--- src/rtl/cpu_ctrl_pkg.sv ---
// Shared control-unit definitions for the LEGv8 multicycle CPU.
// Holds the sequencer state encoding, PC function and K-mux codes,
// branch opcode match constants, control word field offsets and the
// branch class decode helper.
package cpu_ctrl_pkg;

  typedef enum logic [1:0] {
    ST_IDLE = 2'd0,
    ST_EX0  = 2'd1,
    ST_EX1  = 2'd2
  } state_t;

  typedef enum logic [2:0] {
    CLS_ILL,
    CLS_B,
    CLS_BL,
    CLS_BR,
    CLS_CBZ,
    CLS_CBNZ,
    CLS_BCOND
  } br_class_t;

  // PC function codes
  localparam logic [1:0] PC_FS_HOLD = 2'b00;
  localparam logic [1:0] PC_FS_INC  = 2'b01;
  localparam logic [1:0] PC_FS_REG  = 2'b10;
  localparam logic [1:0] PC_FS_OFS  = 2'b11;

  // K-mux immediate select codes
  localparam logic [2:0] K_NONE  = 3'b000;
  localparam logic [2:0] K_IMM26 = 3'b010;
  localparam logic [2:0] K_IMM19 = 3'b011;

  // Opcode match constants (compared against the top bits of IR)
  localparam logic [5:0]  OP_B     = 6'b000101;
  localparam logic [5:0]  OP_BL    = 6'b100101;
  localparam logic [10:0] OP_BR    = 11'b11010110000;
  localparam logic [7:0]  OP_CBZ   = 8'b10110100;
  localparam logic [7:0]  OP_CBNZ  = 8'b10110101;
  localparam logic [7:0]  OP_BCOND = 8'b01010100;

  // Control word field offsets (LSB of each field), 36-bit word
  localparam int CW_WIDTH        = 36;
  localparam int CW_FS_LSB       = 31;
  localparam int CW_SA_LSB       = 26;
  localparam int CW_SB_LSB       = 21;
  localparam int CW_DA_LSB       = 16;
  localparam int CW_W_REG        = 15;
  localparam int CW_C0           = 14;
  localparam int CW_MEM_CS_LSB   = 12;
  localparam int CW_B_SEL        = 11;
  localparam int CW_MEM_WE       = 10;
  localparam int CW_IR_LOAD      = 9;
  localparam int CW_STATUS_LOAD  = 8;
  localparam int CW_SIZE_LSB     = 6;
  localparam int CW_ADD_TRI      = 5;
  localparam int CW_DATA_TRI_LSB = 3;
  localparam int CW_PC_SEL       = 2;
  localparam int CW_PC_FS_LSB    = 0;

  // op = IR[31:21]; bit4 = IR[4] (must be 0 for B.cond).
  function automatic br_class_t decode_class(input logic [10:0] op,
                                             input logic        bit4,
                                             input logic        en_bcond);
    if (op[10:5] == OP_B)                           return CLS_B;
    if (op[10:5] == OP_BL)                          return CLS_BL;
    if (op == OP_BR)                                return CLS_BR;
    if (op[10:3] == OP_CBZ)                         return CLS_CBZ;
    if (op[10:3] == OP_CBNZ)                        return CLS_CBNZ;
    if (en_bcond && op[10:3] == OP_BCOND && !bit4)  return CLS_BCOND;
    return CLS_ILL;
  endfunction

endpackage

--- src/rtl/branch_cond_eval.sv ---
// Combinational B.cond evaluator.
// Ports:
//   cond  - 4-bit condition code (EQ..NV)
//   flags - {V,C,N,Z}
//   take  - 1 when the condition holds
module branch_cond_eval (
  input  logic [3:0] cond,
  input  logic [3:0] flags,
  output logic       take
);

  logic v, c, n, z;
  assign v = flags[3];
  assign c = flags[2];
  assign n = flags[1];
  assign z = flags[0];

  always_comb begin
    take = 1'b0;
    unique case (cond)
      4'h0: take = z;
      4'h1: take = ~z;
      4'h2: take = c;
      4'h3: take = ~c;
      4'h4: take = n;
      4'h5: take = ~n;
      4'h6: take = v;
      4'h7: take = ~v;
      4'h8: take = c & ~z;
      4'h9: take = ~(c & ~z);
      4'hA: take = (n == v);
      4'hB: take = (n != v);
      4'hC: take = ~z & (n == v);
      4'hD: take = ~(~z & (n == v));
      4'hE: take = 1'b1;
      4'hF: take = 1'b1;  // NV behaves as always in LEGv8
      default: take = 1'b0;
    endcase
  end

endmodule

--- src/rtl/branch_sequencer.sv ---
// Multi-cycle branch execution unit. Accepts a branch from the main CU
// via start, sequences EX0/EX1, drives the datapath control word, K-mux
// select and PC function, and keeps saturating taken/not-taken counters.
// Ports:
//   clock, reset        - rising-edge clock, async active-high reset
//   start, IR, status   - handover from main CU (sampled in IDLE only)
//   busy                - high in EX0/EX1
//   done                - one-cycle pulse on the last cycle
//   illegal, taken      - valid with done
//   k_mux, controlWord  - datapath controls
//   taken_cnt, nt_cnt   - branch statistics
// Handshake: start is a request sampled only while busy=0; the
// instruction is complete on the cycle done=1, after which the unit is
// back in IDLE. start while busy is dropped, not queued.
module branch_sequencer
  import cpu_ctrl_pkg::*;
#(
  parameter int CW_W     = 36,  // fixed field layout, must be 36
  parameter int LINK_REG = 28,
  parameter int CNT_W    = 16,
  parameter bit EN_BCOND = 1'b1
) (
  input  logic             clock,
  input  logic             reset,
  input  logic             start,
  input  logic [31:0]      IR,
  input  logic [3:0]       status,
  output logic             busy,
  output logic             done,
  output logic             illegal,
  output logic             taken,
  output logic [2:0]       k_mux,
  output logic [CW_W-1:0]  controlWord,
  output logic [CNT_W-1:0] taken_cnt,
  output logic [CNT_W-1:0] nt_cnt
);

  // Idle word: PC held, PC_SEL=1, B_Sel=1, all enables low.
  localparam logic [CW_W-1:0] CW_IDLE = (CW_W'(1) << CW_PC_SEL) | (CW_W'(1) << CW_B_SEL);

  state_t    state_q, state_d;
  logic [31:0] ir_q;
  logic [3:0]  sflags;
  br_class_t   cls;
  logic        cond_take;
  logic        unused_ir;

  assign cls       = decode_class(ir_q[31:21], ir_q[4], EN_BCOND);
  assign unused_ir = ^ir_q[20:10];  // immediate bits go to the datapath, not here

  branch_cond_eval u_cond (
    .cond  (ir_q[3:0]),
    .flags (sflags),
    .take  (cond_take)
  );

  always_ff @(posedge clock or posedge reset) begin
    if (reset) begin
      state_q   <= ST_IDLE;
      ir_q      <= '0;
      sflags    <= '0;
      taken_cnt <= '0;
      nt_cnt    <= '0;
    end else begin
      state_q <= state_d;
      if (state_q == ST_IDLE && start) begin
        ir_q   <= IR;
        sflags <= status;
      end
      if (done && !illegal) begin
        if (taken) begin
          if (taken_cnt != '1) taken_cnt <= taken_cnt + CNT_W'(1);
        end else begin
          if (nt_cnt != '1) nt_cnt <= nt_cnt + CNT_W'(1);
        end
      end
    end
  end

  always_comb begin
    state_d     = state_q;
    busy        = 1'b0;
    done        = 1'b0;
    illegal     = 1'b0;
    taken       = 1'b0;
    k_mux       = K_NONE;
    controlWord = CW_IDLE;

    unique case (state_q)
      ST_IDLE: begin
        if (start) state_d = ST_EX0;
      end

      ST_EX0: begin
        busy    = 1'b1;
        state_d = ST_EX1;
        unique case (cls)
          CLS_CBZ, CLS_CBNZ: begin
            // OR XZR with Rt so the status register captures Z of Rt
            controlWord[CW_FS_LSB +: 5] = 5'b00100;
            controlWord[CW_SA_LSB +: 5] = 5'd31;
            controlWord[CW_SB_LSB +: 5] = ir_q[4:0];
            controlWord[CW_B_SEL]       = 1'b0;
            controlWord[CW_STATUS_LOAD] = 1'b1;
          end
          CLS_BL: begin
            controlWord[CW_W_REG]             = 1'b1;
            controlWord[CW_DA_LSB +: 5]       = 5'(LINK_REG);
            controlWord[CW_DATA_TRI_LSB +: 2] = 2'b11;
          end
          CLS_BR: begin
            controlWord[CW_SB_LSB +: 5]    = ir_q[9:5];
            controlWord[CW_PC_SEL]         = 1'b0;
            controlWord[CW_PC_FS_LSB +: 2] = PC_FS_REG;
            taken   = 1'b1;
            done    = 1'b1;
            state_d = ST_IDLE;
          end
          CLS_ILL: begin
            controlWord[CW_PC_FS_LSB +: 2] = PC_FS_INC;
            illegal = 1'b1;
            done    = 1'b1;
            state_d = ST_IDLE;
          end
          default: ;
        endcase
      end

      ST_EX1: begin
        busy    = 1'b1;
        done    = 1'b1;
        state_d = ST_IDLE;
        unique case (cls)
          CLS_B, CLS_BL: taken = 1'b1;
          CLS_CBZ:       taken = status[0];   // Z written during EX0
          CLS_CBNZ:      taken = ~status[0];
          CLS_BCOND:     taken = cond_take;   // flags captured at start
          default:       taken = 1'b0;
        endcase
        controlWord[CW_PC_FS_LSB +: 2] = taken ? PC_FS_OFS : PC_FS_INC;
      end

      default: state_d = ST_IDLE;
    endcase

    if (busy) begin
      unique case (cls)
        CLS_B, CLS_BL:               k_mux = K_IMM26;
        CLS_CBZ, CLS_CBNZ, CLS_BCOND: k_mux = K_IMM19;
        default:                     k_mux = K_NONE;
      endcase
    end
  end

endmodule

--- config.mk ---
export PLATFORM = sky130hd
export DESIGN_NAME = branch_sequencer
export DESIGN_NICKNAME = d
export VERILOG_FILES = /design/src/rtl/cpu_ctrl_pkg.sv /design/src/rtl/branch_cond_eval.sv /design/src/rtl/branch_sequencer.sv
export SDC_FILE = /design/constraint.sdc
export NUM_CORES = 1
export LEC_CHECK = 0
export ABC_AREA = 1
export BUFFER_PORTS_ARGS = -buffer_cell sky130_fd_sc_hd__buf_2
export CAP_MARGIN = 5
export CORE_MARGIN = 2
export CORE_UTILIZATION = 50
export DETAILED_ROUTE_END_ITERATION = 6
export MAX_ROUTING_LAYER = met4
export PLACE_DENSITY = 0.75
export SLEW_MARGIN = 20
export SYNTH_ARGS = -nofsm -noshare
export SYNTH_HDL_FRONTEND = slang
export SYNTH_HIERARCHICAL = 1
export SYNTH_SLANG_ARGS = --single-unit
--- constraint.sdc ---
create_clock -name clock -period 3.1 [get_ports clock]
set_clock_uncertainty 0.2 [all_clocks]
set_input_delay 0.155 -clock clock [delete_from_list [all_inputs] [get_ports clock]]
set_output_delay 0.155 -clock clock [all_outputs]
set_load 0.01 [all_outputs]
; Word-level counts from Yosys, hierarchy flattened
; Index checks and enable logic that the tools add are counted.
[word_totals]
reg_bits = 70
latch_bits = 0
ramBits = 0
rom_bits = 0
inputBits = 39
out_inout_bits = 75
wordCells = 130
n_memories = 0
[classes]
addsub = 2
multipliers = 0
div_mod_pow = 0
magnitude_cmp = 0
eq_ne = 34
shift = 0
muxes = 63
bitwise = 10
reduce_logical = 16
[ops]
columns = operator, n
row1 = two-way mux 3 bit, 14
row2 = adder 16 x 1 -> 16 bit (second input constant), 2
row3 = equality test 4 bit (second input constant), 8
row4 = two-way mux 1 bit, 32
row5 = inequality test 16 bit (second input constant), 2
row6 = two-way mux 19 bit, 1
row7 = equality test 4 x 3 -> 1 bit (second input constant), 4
row8 = equality test 8 bit (second input constant), 2
row9 = one-hot mux 2 bit (2 select lines), 4
row10 = one-hot mux 1 bit (15 select lines), 1
row11 = equality test 11 bit (second input constant), 1
row12 = two-way mux 2 bit, 5
row13 = one-hot mux 5 bit (2 select lines), 1
row14 = OR reduction 2 bit, 5
row15 = equality test 3 bit (second input constant), 3
row16 = equality test 4 x 2 -> 1 bit (second input constant), 2
row17 = equality test 8 x 7 -> 1 bit (second input constant), 1
row18 = two-way mux 8 bit, 1
row19 = NOT 1 bit, 8
row20 = equality test 3 x 2 -> 1 bit (second input constant), 2
row21 = equality test 6 x 3 -> 1 bit (second input constant), 1
row22 = equality test 6 bit (second input constant), 1
row23 = two-way mux 6 bit, 1
row24 = AND reduction 3 bit, 2
row25 = other kinds (16), 21

; Logic depth before layout (Yosys ltp)
[depth]
depth_word = 30
ltp_mapped = 18
ltp_nobuf = 17

; Modules after synthesis
; The synthesis kept the hierarchy.
[by_module_without_submodules]
columns = module, n_inst, cells_per_inst, area_each_um2, seq_area_each_um2
row1 = branch_sequencer, 1, 445, 3726.1, 1476.4
row2 = branch_cond_eval, 1, 51, 212.7, 0.0

; Worst setup path after synthesis
; No wires, ideal clock.
[synth_timing]
kind = reg2out
from = register ir_q[27]
to = output port controlWord[15]
t_arrival_ps = 1844
required_ps = 2745
setup_slack_ps = 901
path_stages_with_launch = 9
path_buffers = 1
cell_sequence = dfrtp_1 inv_2 nand2_2 nor2_2 nand3_1 nand2_1 nor2_1 nor4_1 buf_4
[synth_between]
elab_chain_len = 17
elab_cells_between_ends = 43
classes_between = 7 x eq/ne / 35 x mux / 1 x reduce/logical
[synth_rtl]
columns = item, line_no
row1 = from (decl), branch_sequencer.sv:42  ; logic [31:0] ir_q;
row2 = from (signal assigned), branch_sequencer.sv:60  ; ir_q <= '0;
row3 = from (signal assigned), branch_sequencer.sv:67  ; ir_q <= IR;
row4 = equality test 8 x 7 -> 1 bit, cpu_ctrl_pkg.sv:70  ; if (en_bcond && op[10:3] == OP_BCOND && !bit4) return CLS_BCOND;
row5 = logical AND 1 bit, cpu_ctrl_pkg.sv:70
row6 = two-way mux 1 bit (2 in series), cpu_ctrl_pkg.sv:70
row7 = two-way mux 1 bit, cpu_ctrl_pkg.sv:69  ; if (op[10:3] == OP_CBNZ) return CLS_CBNZ;
row8 = two-way mux 1 bit, cpu_ctrl_pkg.sv:68  ; if (op[10:3] == OP_CBZ) return CLS_CBZ;
row9 = two-way mux 1 bit, cpu_ctrl_pkg.sv:67  ; if (op == OP_BR) return CLS_BR;
row10 = two-way mux 1 bit, cpu_ctrl_pkg.sv:66  ; if (op[10:5] == OP_BL) return CLS_BL;
row11 = two-way mux 3 bit, cpu_ctrl_pkg.sv:71  ; return CLS_ILL;
row12 = two-way mux 3 bit, cpu_ctrl_pkg.sv:70
row13 = two-way mux 3 bit, cpu_ctrl_pkg.sv:69
row14 = two-way mux 3 bit, cpu_ctrl_pkg.sv:68
row15 = two-way mux 3 bit, cpu_ctrl_pkg.sv:67
row16 = two-way mux 3 bit (*), cpu_ctrl_pkg.sv:66
row17 = equality test 3 x 2 -> 1 bit (*), branch_sequencer.sv:97  ; unique case (cls)
row18 = two-way mux 6 bit (*), branch_sequencer.sv:97
row19 = two-way mux 19 bit (*), branch_sequencer.sv:89  ; unique case (state_q)
row20 = to (decl), branch_sequencer.sv:33  ; output logic [CW_W-1:0] controlWord,
; Mark *: on every way between the ends. The rest lies on a longest branch, timed or not. The select of a mux whose other input is x is not followed.

; Worst setup path in the final report
[layout_timing]
from = register ir_q[1]
to = output port controlWord[1]
[layout_between]
elab_chain_len = 7
elab_cells_between_ends = 22
classes_between = 15 x eq/ne / 5 x mux / 2 x reduce/logical
[layout_rtl]
columns = item, line_no
row1 = equality test 4 bit, branch_cond_eval.sv:20  ; unique case (cond)
row2 = OR reduction 2 bit (no source line), --
row3 = one-hot mux 1 bit (15 select lines) (*), branch_cond_eval.sv:20
row4 = via cond_take, branch_sequencer.sv:45  ; logic cond_take;
row5 = one-hot mux 1 bit (4 select lines) (*), branch_sequencer.sv:133  ; unique case (cls)
row6 = two-way mux 1 bit (*), branch_sequencer.sv:89
row7 = two-way mux 2 bit (*), branch_sequencer.sv:140  ; controlWord[CW_PC_FS_LSB +: 2] = taken ? PC_FS_OFS : PC_FS_INC;
row8 = one-hot mux 2 bit (2 select lines) (*), branch_sequencer.sv:89
; Mark *: on every way through the listed nets, which the timed path passes. The rest lies on a longest branch. The select of a mux whose other input is x is not followed.

==> flow_metrics.env <==
export IMPL_rsz0062_at_grt="false"
export IMPL_min_to="ir_q[5]"
export IMPL_synthesis_area_um2=3939
export IMPL_cp_data_required_time_ns=2.74
export IMPL_grtUsageTotal_pct=22.88
export IMPL_num_antenna_cells=0
export IMPL_place_hpwl_mm=6.209
export IMPL_stdcell_count=708
export IMPL_vias=3518
export IMPL_io_pin_count=114
export IMPL_drtIter0Drc=151
export IMPL_start_kind="flip-flop"
export IMPL_core_area_um2=7687
export IMPL_clockBufferDepth=2
export IMPL_numPortBuffers=87
export IMPL_dieArea_um2=8603
export IMPL_synth_main_ff_cell="dfrtp_1"
export IMPL_first_pass_iters=4
export IMPL_min_delay_path_depth=1
export IMPL_avgViaCountPerCell=4.969
export IMPL_ff2ff_setup_slack_ns=0.48
export IMPL_cap_violations=0
export IMPL_max_slew_margin_pct=36.80
export IMPL_synth_area_top_cells="dfrtp_1 37%, nand2_1 12%, buf_4 5.3%"
export IMPL_r2r_end="taken_cnt[7]"
export IMPL_drive_above_1_share_pct=26.40
export IMPL_totalWireLength_mm=9.064
export IMPL_crit_type="flip-flop to output port"
export IMPL_reg2regPathDepth=16
export IMPL_grt_pass1_wl_mm=15.31
export IMPL_fmax_mhz=349.1
export IMPL_wire_per_inst_um=12.80
export IMPL_rows=32
export IMPL_period_needed_ns=2.864
export IMPL_cts_sinks=59
export IMPL_synthCells=496
export IMPL_ys_types=36
export IMPL_synth_edf_count=0
export IMPL_min_period_over_period_pct=92.40
export IMPL_yosysWarnings=6
export IMPL_totalNegativeSetupSlack_ns=0
export IMPL_path_max_fanout=11
export IMPL_power_leakage_uw=0.002527
export IMPL_yosysTopAreaCell="dfrtp_1"
export IMPL_power_density_nw_per_um2=601.0
export IMPL_clock_latency_ns=0.34
export IMPL_hold_class="flip-flop to flip-flop"
export IMPL_layout_nets=645
export IMPL_initial_core_util_pct=51.24
export IMPL_cts_buffers=9
export IMPL_fin_ws_ns=0.2355
export IMPL_hold_viol=0
export IMPL_place_inst=665
export IMPL_peakVddDrop_mv=0.2398
export IMPL_finalSetupViolations=0
export IMPL_clk_pin_slew_ns=0.07
export IMPL_cts_tree="built"
export IMPL_grt_pass1_vias=3367
export IMPL_tightest_slew_ns=0.9457
export IMPL_cts_root_buf="clkbuf_8"
export IMPL_worstSetupEndpointType="output port"
export IMPL_synth_seq_cells=59
export IMPL_area_growth_pct=20.20
export IMPL_htree_levels=3
export IMPL_gp_congestion=0.8940
export IMPL_place_area_um2=4284
export IMPL_die_width_um=92.76
export IMPL_synth_top_area_share_pct=37.48
export IMPL_final_cell_area_um2=4735
export IMPL_nFillCells=703
export IMPL_async_flop_share_pct=100.0
export IMPL_yosysMostFrequentCell="nand2_1"
export IMPL_final_antenna_net_count=0
export IMPL_post_cts_setup_buffers=0
export IMPL_overflow=0
export IMPL_yosysSeqAreaShare_pct=37.48
export IMPL_hold_start="ir_q[5]"
export IMPL_worst_endpoint_arrival_ns=2.51
export IMPL_final_max_slew_viol_count=0
export IMPL_grt_max_degree=60
export IMPL_antenna_found_initial=0
export IMPL_drc=0
export IMPL_synth_common_cells="124 x nand2_1, 59 x dfrtp_1, 51 x nor2_1"
export IMPL_timing_rr_start="ir_q[1]"
export IMPL_post_place_ws_ns=0.4982
export IMPL_status="completed"
export IMPL_fp_dieH_um=92.76
export IMPL_synth_area_per_cell_um2=7.941
## cell usage in the layout (no fill, tap or decap), types with 7 or more instances in the layout
cell type / n
nand3_1: 38
conb_1: 15
nor3_1: 8
inv_1: 47
nand3_2: 13
xnor2_1: 7
nand4_1: 22
dfrtp_1: 59
dlygate4sd3_1: 27
nand2_1: 124
a21oi_1: 10
buf_2: 87
mux2_2: 16
nor2_1: 51
clkbuf_8: 11
xor2_1: 16
## report_power, final
group	internal, uW	switching (uW)
registers	964	201
clock network	331	314
logic	412	623
total	1710	1140
## cell type report
type	count	area (um2)	area share (%)
multi-input cells	359	2009	42.44
clock inverters	4	25.02	0.5285
repair buffers	118	735.7	15.54
clock buffers	12	155.1	3.277
inverters	54	205.2	4.334
flip-flops and latches	59	1476	31.18
well taps	102	127.6	2.696
## worst max path at each step
stage / slack [ns] / start / endpoint / cells after the start
floorplan: 0.90 / ir_q[27] / controlWord[15] / 8
finish: 0.24 / ir_q[1] / controlWord[1] / 15
detailed placement: 0.50 / ir_q[1] / taken_cnt[14] / 16
CTS: 0.21 / ir_q[1] / controlWord[1] / 15
global route: 0.03 / ir_q[1] / controlWord[1] / 15
global placement: 0.51 / ir_q[1] / taken_cnt[4] / 16
## layer usage
layer	GRT usage, %	wire (um)
met1	26.79	3981
met2	39.54	4531
met3	4.150	423
met4	8.333	129
met5	-	0
## worst max-delay path, stage by stage, from the launching register on
cell and delay [ns]:
dfrtp_1 0.49, nor2_1 0.15, nand2_1 0.08, nand3_1 0.08, nand2_1 0.07, nand2_1 0.05, nor2_1 0.09, nand3_1 0.09
nand4_1 0.09, nand2_1 0.05, nor2_1 0.17, nor2_4 0.07, nor2_4 0.27, buf_4 0.25, inv_1 0.05, buf_2 0.13
## sequential cells by signal (all words and copies together) (netlist names)
signal / cells
state_q: 2
nt_cnt: 16
ir_q: 21
sflags: 4
taken_cnt: 16
## what timing repair did
| action | CTS | global route |
|---|---|---|
| gates resized for setup | 0 | 0 |
| hold buffers | 27 | 0 |
| hold endpoints to repair | 85 | 0 |
## metrics by stage
step	hold slack (ns)	utilization, %	power [uW]
finish	0.3089	61.59	2845
global route	0.3307	61.59	3062
CTS	0.3098	61.59	2868
detailed placement	0.1910	55.73	2183
global placement	0.1881	55.73	2153
floorplan	0.1056	-	1938
## cells by family after synthesis
| kind of cell | after synthesis | share of synthesized area [%] |
|---|---|---|
| xor+xnor | 23 | 5.114 |
| other cells | 1 | 0.09521 |
| simple gates | 282 | 35.61 |
| buf+inv | 92 | 12.83 |
| fa+ha+maj | 5 | 1.588 |
| compound gates | 18 | 2.700 |
| mux | 16 | 4.574 |
| flops | 59 | 37.48 |
No activity file was read; power rests on OpenSTA's default activity.
